<file path="config.mk">
export PLATFORM = sky130hd
export DESIGN_NAME = gshare_bp_flat
export DESIGN_NICKNAME = d
export VERILOG_FILES = /design/src/rtl/gshare_bp_if.sv /design/src/rtl/gshare_bp.sv /design/src/flat_wrapper.sv
export SDC_FILE = /design/constraint.sdc
export NUM_CORES = 2
export LEC_CHECK = 0
export CAP_MARGIN = 25
export CORE_ASPECT_RATIO = 1.5
export CORE_MARGIN = 10
export CORE_UTILIZATION = 55
export CTS_BUF_LIST = sky130_fd_sc_hd__clkbuf_16
export CTS_CLUSTER_SIZE = 14
export DETAILED_ROUTE_END_ITERATION = 7
export HOLD_SLACK_MARGIN = 0.05
export PLACE_DENSITY_LB_ADDON = 0.2
export SYNTH_ARGS = -nofsm -noshare
export SYNTH_HDL_FRONTEND = slang
export SYNTH_SLANG_ARGS = --single-unit
</file>
<file path="constraint.sdc">
create_clock -name clk -period 10.5 [get_ports clk]
set_input_delay 3.15 -clock clk [delete_from_list [all_inputs] [get_ports clk]]
set_output_delay 3.15 -clock clk [all_outputs]
set_load 0.05 [all_outputs]
</file>
<file path="src/rtl/gshare_bp_if.sv">
// Fetch/resolve/perf-counter bundle between the pipeline (master) and the
// gshare branch predictor (slave).
interface gshare_bp_if #(
  parameter int GHR_BITS  = 5,
  parameter int CNT_WIDTH = 32
);
  logic                 if_valid;
  logic [31:0]          if_pc;
  logic [31:0]          pred_pc;
  logic                 pred_taken;
  logic                 pred_hit;
  logic [GHR_BITS-1:0]  pred_ghr;

  logic                 res_valid;
  logic                 res_is_cond;
  logic [31:0]          res_pc;
  logic                 res_taken;
  logic [31:0]          res_target;
  logic [GHR_BITS-1:0]  res_ghr;
  logic                 res_hit;
  logic                 res_mispredict;

  logic [CNT_WIDTH-1:0] br_count;
  logic [CNT_WIDTH-1:0] mp_count;

  modport master (
    output if_valid, if_pc,
    output res_valid, res_is_cond, res_pc, res_taken, res_target,
    output res_ghr, res_hit, res_mispredict,
    input  pred_pc, pred_taken, pred_hit, pred_ghr,
    input  br_count, mp_count
  );

  modport slave (
    input  if_valid, if_pc,
    input  res_valid, res_is_cond, res_pc, res_taken, res_target,
    input  res_ghr, res_hit, res_mispredict,
    output pred_pc, pred_taken, pred_hit, pred_ghr,
    output br_count, mp_count
  );
endinterface

</file>
<file path="src/rtl/gshare_bp.sv">
// Gshare predictor with BTB and speculative global history: combinational
// prediction at fetch, PHT/BTB training and history repair at ID resolve.
module gshare_bp #(
  parameter int BTB_IDX_BITS = 5,
  parameter int PHT_IDX_BITS = 5,
  parameter int GHR_BITS     = 5,
  parameter int CTR_INIT     = 2,
  parameter int CNT_WIDTH    = 32
) (
  input  logic       clk,
  input  logic       reset,
  gshare_bp_if.slave bp
);

  localparam int BTB_N    = 1 << BTB_IDX_BITS;
  localparam int PHT_N    = 1 << PHT_IDX_BITS;
  localparam int TAG_BITS = 30 - BTB_IDX_BITS;

  logic                 btbValid_q  [BTB_N];
  logic [TAG_BITS-1:0]  btbTag_q    [BTB_N];
  logic [31:0]          btbTarget_q [BTB_N];
  logic                 btbCond_q   [BTB_N];
  logic [1:0]           pht_q       [PHT_N];
  logic [GHR_BITS-1:0]  ghr_q, ghr_d;
  logic [CNT_WIDTH-1:0] brCount_q, brCount_d;
  logic [CNT_WIDTH-1:0] mpCount_q, mpCount_d;

  logic [BTB_IDX_BITS-1:0] fetchBtbIdx;
  logic [TAG_BITS-1:0]     fetchTag;
  logic [PHT_IDX_BITS-1:0] fetchPhtIdx;
  logic                    fetchHit;
  logic                    fetchCond;
  logic                    fetchTaken;

  logic [BTB_IDX_BITS-1:0] resBtbIdx;
  logic [TAG_BITS-1:0]     resTag;
  logic [PHT_IDX_BITS-1:0] resPhtIdx;
  logic [1:0]              unusedResPcLow;

  assign fetchBtbIdx = bp.if_pc[BTB_IDX_BITS+1:2];
  assign fetchTag    = bp.if_pc[31:BTB_IDX_BITS+2];
  assign fetchPhtIdx = bp.if_pc[PHT_IDX_BITS+1:2] ^ PHT_IDX_BITS'(ghr_q);
  assign fetchHit    = btbValid_q[fetchBtbIdx] && (btbTag_q[fetchBtbIdx] == fetchTag);
  assign fetchCond   = btbCond_q[fetchBtbIdx];
  assign fetchTaken  = fetchHit && (!fetchCond || pht_q[fetchPhtIdx][1]);

  assign bp.pred_hit   = fetchHit;
  assign bp.pred_taken = fetchTaken;
  assign bp.pred_pc    = fetchTaken ? btbTarget_q[fetchBtbIdx] : bp.if_pc + 32'd4;
  assign bp.pred_ghr   = ghr_q;
  assign bp.br_count   = brCount_q;
  assign bp.mp_count   = mpCount_q;

  assign resBtbIdx      = bp.res_pc[BTB_IDX_BITS+1:2];
  assign resTag         = bp.res_pc[31:BTB_IDX_BITS+2];
  assign resPhtIdx      = bp.res_pc[PHT_IDX_BITS+1:2] ^ PHT_IDX_BITS'(bp.res_ghr);
  assign unusedResPcLow = bp.res_pc[1:0];

  // Truncating {history, bit} drops the oldest bit, which also covers GHR_BITS == 1.
  // A resolve-side repair is written last so it always beats the fetch shift.
  always_comb begin
    ghr_d     = ghr_q;
    brCount_d = brCount_q;
    mpCount_d = mpCount_q;
    if (bp.if_valid && fetchHit && fetchCond)
      ghr_d = GHR_BITS'({ghr_q, fetchTaken});
    if (bp.res_valid) begin
      if (bp.res_is_cond && (bp.res_mispredict || !bp.res_hit))
        ghr_d = GHR_BITS'({bp.res_ghr, bp.res_taken});
      else if (!bp.res_is_cond && bp.res_mispredict)
        ghr_d = bp.res_ghr;
      if (bp.res_is_cond && (brCount_q != '1))
        brCount_d = brCount_q + CNT_WIDTH'(1);
      if (bp.res_mispredict && (mpCount_q != '1))
        mpCount_d = mpCount_q + CNT_WIDTH'(1);
    end
  end

  always_ff @(posedge clk) begin
    if (reset) begin
      for (int i = 0; i < BTB_N; i++) btbValid_q[i] <= 1'b0;
      for (int i = 0; i < PHT_N; i++) pht_q[i] <= 2'(CTR_INIT);
      ghr_q     <= '0;
      brCount_q <= '0;
      mpCount_q <= '0;
    end else begin
      if (bp.res_valid && bp.res_is_cond) begin
        if (bp.res_taken && (pht_q[resPhtIdx] != 2'd3))
          pht_q[resPhtIdx] <= pht_q[resPhtIdx] + 2'd1;
        else if (!bp.res_taken && (pht_q[resPhtIdx] != 2'd0))
          pht_q[resPhtIdx] <= pht_q[resPhtIdx] - 2'd1;
      end
      if (bp.res_valid && bp.res_taken)
        btbValid_q[resBtbIdx] <= 1'b1;
      ghr_q     <= ghr_d;
      brCount_q <= brCount_d;
      mpCount_q <= mpCount_d;
    end
  end

  // Payload fields need no reset: they are only observed through a set valid bit.
  always_ff @(posedge clk) begin
    if (bp.res_valid && bp.res_taken) begin
      btbTag_q[resBtbIdx]    <= resTag;
      btbTarget_q[resBtbIdx] <= bp.res_target;
      btbCond_q[resBtbIdx]   <= bp.res_is_cond;
    end
  end

endmodule
</file>
<file path="src/flat_wrapper.sv">
// flat-port wrapper written by rule: the top's interface ports become plain ports
module gshare_bp_flat 
#(
  parameter int BTB_IDX_BITS = 5,
  parameter int PHT_IDX_BITS = 5,
  parameter int GHR_BITS     = 5,
  parameter int CTR_INIT     = 2,
  parameter int CNT_WIDTH    = 32
)
  (clk, reset, bp_if_valid, bp_if_pc, bp_res_valid, bp_res_is_cond, bp_res_pc, bp_res_taken, bp_res_target, bp_res_ghr, bp_res_hit, bp_res_mispredict, bp_pred_pc, bp_pred_taken, bp_pred_hit, bp_pred_ghr, bp_br_count, bp_mp_count);
  gshare_bp_if #(.GHR_BITS(GHR_BITS), .CNT_WIDTH(CNT_WIDTH)) bp_i ();
  input  logic clk;
  input  logic reset;
  input wire logic [$bits(bp_i.if_valid)-1:0] bp_if_valid;
  input wire logic [$bits(bp_i.if_pc)-1:0] bp_if_pc;
  input wire logic [$bits(bp_i.res_valid)-1:0] bp_res_valid;
  input wire logic [$bits(bp_i.res_is_cond)-1:0] bp_res_is_cond;
  input wire logic [$bits(bp_i.res_pc)-1:0] bp_res_pc;
  input wire logic [$bits(bp_i.res_taken)-1:0] bp_res_taken;
  input wire logic [$bits(bp_i.res_target)-1:0] bp_res_target;
  input wire logic [$bits(bp_i.res_ghr)-1:0] bp_res_ghr;
  input wire logic [$bits(bp_i.res_hit)-1:0] bp_res_hit;
  input wire logic [$bits(bp_i.res_mispredict)-1:0] bp_res_mispredict;
  output wire logic [$bits(bp_i.pred_pc)-1:0] bp_pred_pc;
  output wire logic [$bits(bp_i.pred_taken)-1:0] bp_pred_taken;
  output wire logic [$bits(bp_i.pred_hit)-1:0] bp_pred_hit;
  output wire logic [$bits(bp_i.pred_ghr)-1:0] bp_pred_ghr;
  output wire logic [$bits(bp_i.br_count)-1:0] bp_br_count;
  output wire logic [$bits(bp_i.mp_count)-1:0] bp_mp_count;
  assign bp_i.if_valid = bp_if_valid;
  assign bp_i.if_pc = bp_if_pc;
  assign bp_i.res_valid = bp_res_valid;
  assign bp_i.res_is_cond = bp_res_is_cond;
  assign bp_i.res_pc = bp_res_pc;
  assign bp_i.res_taken = bp_res_taken;
  assign bp_i.res_target = bp_res_target;
  assign bp_i.res_ghr = bp_res_ghr;
  assign bp_i.res_hit = bp_res_hit;
  assign bp_i.res_mispredict = bp_res_mispredict;
  assign bp_pred_pc = bp_i.pred_pc;
  assign bp_pred_taken = bp_i.pred_taken;
  assign bp_pred_hit = bp_i.pred_hit;
  assign bp_pred_ghr = bp_i.pred_ghr;
  assign bp_br_count = bp_i.br_count;
  assign bp_mp_count = bp_i.mp_count;
  gshare_bp #(.BTB_IDX_BITS(BTB_IDX_BITS), .PHT_IDX_BITS(PHT_IDX_BITS), .GHR_BITS(GHR_BITS), .CTR_INIT(CTR_INIT), .CNT_WIDTH(CNT_WIDTH)) u_core (.clk(clk), .reset(reset), .bp(bp_i));
endmodule
</file>
Word level (Yosys, flattened, before mapping)
Memories as Yosys holds them, arrays and structs flattened.
Index checks and enable logic that the tools add are counted.
Widths: inputs -> output; s select.
- bits in registers: 69
- bits in latches: 0
- memory bits (writable): 1952
- memory bits (read-only): 0
- input port bits: 109
- output and inout port bits: 103
- logic and storage cells: 70
- memories kept: 5
- $add $sub $neg: 5
- multipliers: 0
- div/mod/pow operators: 0
- magnitude comparators: 0
- equality and inequality tests: 4
- shift-type cells: 0
- multiplexer cells: 27
- bitwise gates (word level): 3
- reductions and logical operators: 23
- memories (name ; words ; bits a word ; read ports ; clocked after memory_dff ; wr ports ; RTL line ; source):
    u_core.btbTarget_q ; 32 ; 32 ; 1 ; 0 ; 1 ; gshare_bp.sv:21 ; logic [31:0] btbTarget_q [BTB_N];
    u_core.btbTag_q ; 32 ; 25 ; 1 ; 0 ; 1 ; gshare_bp.sv:20 ; logic [TAG_BITS-1:0] btbTag_q [BTB_N];
    u_core.pht_q ; 32 ; 2 ; 2 ; 0 ; 32 ; gshare_bp.sv:23 ; logic [1:0] pht_q [PHT_N];
    u_core.btbCond_q ; 32 ; 1 ; 1 ; 0 ; 1 ; gshare_bp.sv:22 ; logic btbCond_q [BTB_N];
    u_core.btbValid_q ; 32 ; 1 ; 1 ; 0 ; 32 ; gshare_bp.sv:19 ; logic btbValid_q [BTB_N];
- operators with widths (kind ; count):
    $add 32x1->32 const B ; 2
    $ne 32x32->1 const B ; 2
    $add 32x3->32 const B ; 1
    $mux 32 ; 1
    $mux 5 ; 6
    $eq 25x25->1 ; 1
    $mux 1 ; 18
    $logic_and 1x1->1 ; 12
    $xor 5x5->5 ; 2
    $logic_not 1->1 ; 4
    $mux 2 ; 2
    $reduce_and 2->1 ; 2
    $add 2x1->2 const B ; 1
    $logic_or 1x1->1 ; 2
    $ne 2x2->1 const B ; 1
    $reduce_bool 2->1 ; 1
    $reduce_or 2->1 ; 1
    $sub 2x1->2 const B ; 1
    $or 1x1->1 ; 1
    $reduce_or 1->1 ; 1

Logic depth before layout (Yosys ltp)
An unclocked memory read counts as a cell.
- depth after elaboration: 12
- depth in mapped cells: 18
- mapped depth without buffers: 11

Worst setup path after synthesis
OpenSTA, ideal clock, no wires.
- kind: input to output
- from: in bp_if_pc[2]
- to: out bp_pred_pc[7]
- arrival time: 6.762 ns
- data required time: 7.350 ns
- setup slack: 0.588 ns
- stages on the path: 15
- path buffers: 5
- cell sequence: buf_2 buf_6 buf_2 buf_4 mux4_2 mux2i_1 nor2_1 o32ai_1 xor2_1 nand3_1 nor4_2 nor3b_1 buf_4 mux2i_1 o221ai_1
- cells in the longest elaborated chain, start to end: 5
- elaborated cells between the ends (all ways): 13
- those cells by class: add/sub: 1; eq/ne: 1; mux: 1; bitwise: 1; reduce/logical: 4; memory: 5
- RTL lines (item ; RTL line ; source):
    start: declaration ; flat_wrapper.sv:15 ; input wire logic [$bits(bp_i.if_pc)-1:0] bp_if_pc;
    $mem_v2 32x25, or another cell as far along ; -- ;
    $eq 25x25->1, or another cell as far along ; gshare_bp.sv:43 ; assign fetchHit = btbValid_q[fetchBtbIdx] && (btbTag_q[fetchBtbIdx] == fetchTag);
    $logic_and 1x1->1 / $logic_or 1x1->1 (equally long branches) ; gshare_bp.sv:43, gshare_bp.sv:45 ;
    $logic_and 1x1->1 ; gshare_bp.sv:45 ; assign fetchTaken = fetchHit && (!fetchCond || pht_q[fetchPhtIdx][1]);
    $mux 32 (*) ; gshare_bp.sv:49 ; assign bp.pred_pc = fetchTaken ? btbTarget_q[fetchBtbIdx] : bp.if_pc + 32'd4;
    end: declaration ; flat_wrapper.sv:24 ; output wire logic [$bits(bp_i.pred_pc)-1:0] bp_pred_pc;
Mark *: on every way between the ends. The rest lies on a longest branch, timed or not.

Worst setup path in the final report
- from: in bp_if_pc[4]
- to: out bp_pred_pc[30]
The elaborated chain is that of the path after synthesis.

==> impl_results.md <==
- Cell Pwr Density: 177.9 nW/µm²
- Setup TNS: 0 ns
- Outcome: finished, final reports clean
- # DRC: 0
- CTS H-tree lvls: 4
- Post_cts resized: 0
- Filler cell count: 9837
- Primary FF master, synth: edfxtp_1
- Area of the multi-input gates: 19130 µm²
- Num Clock Sinks: 2021
- VDD IR max: 0.1454 mV
- Worst-path fanout max: 31
- Clk_skew: 0.02054 ns
- Leakage dissipation: 0.02917 µW
- Most common cell in the netlist: edfxtp_1
- Syn nets: 4000
- Rel. slew slack: 0.2470
- Setup CP Type: input pin to output pin
- Worst skew pair latency: 0.82 ns
- Cell Area, Placed: 85350 µm²
- Final min period: 10.34 ns
- CP startpoint kind: input pin
- Nets@finish: 4379
- Max clock buf depth: 3
- Avg Synthesized Cell Area: 20.46 µm²
- Warning count from the yosys run: 0
- DP Wirelength: 114700 µm
- RSZ-0062 raised after global routing: false
- Worst Path Arrival: 7.19 ns
- Initial Utilization: 0.5549
- Pins Over Slew Limit: 0
- Yosys top cell area share: 0.7248
- Commonest cells post-synth: edfxtp_1 (1920), mux4_2 (503), nor2_1 (253)
- Cell count after synthesis: 3888
- Root buffer cell: clkbuf_16
- Via density: 6.482
- FFs w/ async S/R, synth: 0
- DP Cell Count: 5972
- Setup crit end kind: output pin
- Gpl congestion: 0.8365
- Largest net degree at the start of global routing: 116
- Total gr overflow: 0
- Post-DRT Antenna Nets: 0
- Least-Margin Pin Slew: 1.126 ns
- Die height: 485.8 µm
- Sequential area share after synthesis: 0.7502
- TritonCTS clock tree: built
- Maximum Capacitance Violations: 0
- Hold Fails Final Rpt: 0
- Number of global-route vias before repair: 41030
- WL final: 206800 µm
- Die area: 160600 µm²
- Antenna violations before repair: 15
- Final setup fails: 0
- Post-synth EDFFs: 1920
- 1st-pass router iterations: 5
- Layout Cells excl Fill: 6306
- I/O Buffers: 209
- Synth unique cells: 72
- Synth area leaders: edfxtp_1 (72%), mux4_2 (14%), dfxtp_1 (2.5%)
- GR Util All Layers: 0.2585
- Layout cells sized above 1: 0.2344
- Hold buffers post-CTS: 0
- First-pass GRT wire length: 296100 µm
- FF+latch area: 59680 µm²
- Final instance area: 91000 µm²
- # rows: 170
- Final Cycle Share: 0.9846
- Hold_ws: 0.4697 ns
- Total core area: 143400 µm²
- Mapped Area: 79550 µm²
- Cell taking the most area after synthesis: edfxtp_1
- Area grow syn2layout: 14.39%
- Total number of vias: 40880
- CTS clk-pin slew, worst paths: 0.06 ns
- I/O pin cnt: 212
- Setup bufs post-CTS: 0
- Critical Path RT: 7.35 ns
- Avg WL per Cell: 32.80 µm
- Post-synthesis register bit count: 2021
- FF-to-FF setup slack: 6.67 ns
- Starting DRT DRC Count: 4522
- CTS Buf Count: 180
- Die W: 330.5 µm
- Fmax: 0.09673 GHz
- Hold Crit Class: flip-flop to flip-flop
==> state kept, by name (all words and copies together) (netlist names) <==
signal,cells
u_core.btbTag_q,800
u_core.btbTarget_q,1024
u_core.btbCond_q,32
u_core.btbValid_q,32
u_core.bp.br_count,32
u_core.bp.mp_count,32
u_core.bp.pred_ghr,5
u_core.pht_q,64
==> cells by family after synthesis <==
kind of cell,Yosys count,share of synthesized area
mux,689,0.1660
xor+xnor,118,0.01318
buf+inv,207,0.01261
simple gates,580,0.03400
compound gates,270,0.02356
flops,2021,0.7502
fa+ha+maj,3,0.0004719
==> cell type report <==
cell class,count,area share
sequential,2021,0.6558
multi-input combinational,1660,0.2102
clock buffer,186,0.05115
timing repair buffer,390,0.04599
tap,1892,0.02601
clock inverter,136,0.009955
inverter,14,0.0006600
antenna,7,0.0001925
==> final timing paths <==
kind	startpoint	cells past startpoint	to
worst max-delay path	bp_if_pc[4]	16	bp_pred_pc[30]
worst min-delay path	u_core.btbValid_q[31]	2	u_core.btbValid_q[31]
worst max register to register	u_core.btbTag_q[7][9]	10	u_core.bp.pred_ghr[1]
worst min register to register	u_core.btbValid_q[31]	2	u_core.btbValid_q[31]
==> metal layers <==
metal	wire, µm	vias to the layer above	GRT usage
li1	-	16810	-
met1	77630	21790	0.3424
met2	105600	1890	0.4285
met3	16910	376	0.05280
met4	6646	10	0.08483
met5	58	-	0
==> cell usage in the layout, fill, tap and decap left out, drive strengths merged, types with 18 or more instances in the layout <==
| master | Yosys | layout |
|---|---|---|
| a21o | 35 | 35 |
| nor2 | 261 | 261 |
| nand4 | 25 | 25 |
| clkdlybuf4s50 | 0 | 169 |
| a22oi | 18 | 18 |
| and2 | 22 | 22 |
| buf | 108 | 216 |
| nand2 | 128 | 128 |
| mux2i | 175 | 175 |
| mux4 | 503 | 503 |
| edfxtp | 1920 | 1920 |
| a221oi | 24 | 24 |
| clkbuf | 85 | 191 |
| o21ai | 31 | 31 |
| a21oi | 63 | 63 |
| inv | 12 | 81 |
| xnor2 | 53 | 53 |
| nand3 | 46 | 46 |
| xor2 | 65 | 65 |
| o221ai | 22 | 22 |
| dfxtp | 101 | 101 |
| o22ai | 24 | 24 |
| clkinv | 2 | 57 |
==> worst max-delay path: stages <==
cell and delay, ns:
clkbuf_8 0.33, buf_4 0.27, nand3_2 0.13, buf_12 0.21, o22ai_1 0.22, a2111oi_0 0.10, a31oi_1 0.52, xor2_1 0.26
or3b_1 0.41, nor4_1 0.27, and4_2 0.29, buf_12 0.17, buf_12 0.19, nor2_1 0.06, a21oi_1 0.31, buf_12 0.19
==> per-stage QoR <==
stage	total power, µW	worst slack (ns)	util
2_1_floorplan	9624	0.5884	-
3_3_place_gp	10050	0.1498	0.5950
3_5_place_dp	10060	0.1812	0.5953
4_1_cts	16270	0.1487	0.6341
5_1_grt	16650	0.005212	0.6347
6_report	16190	0.1616	0.6348
==> where the power goes <==
group | internal, µW | total (µW) | switching [µW]
registers | 8880 | 8890 | 16.7
clock network | 3440 | 6300 | 2850
logic | 408 | 997 | 589
Power figures use the tool's default switching activity.
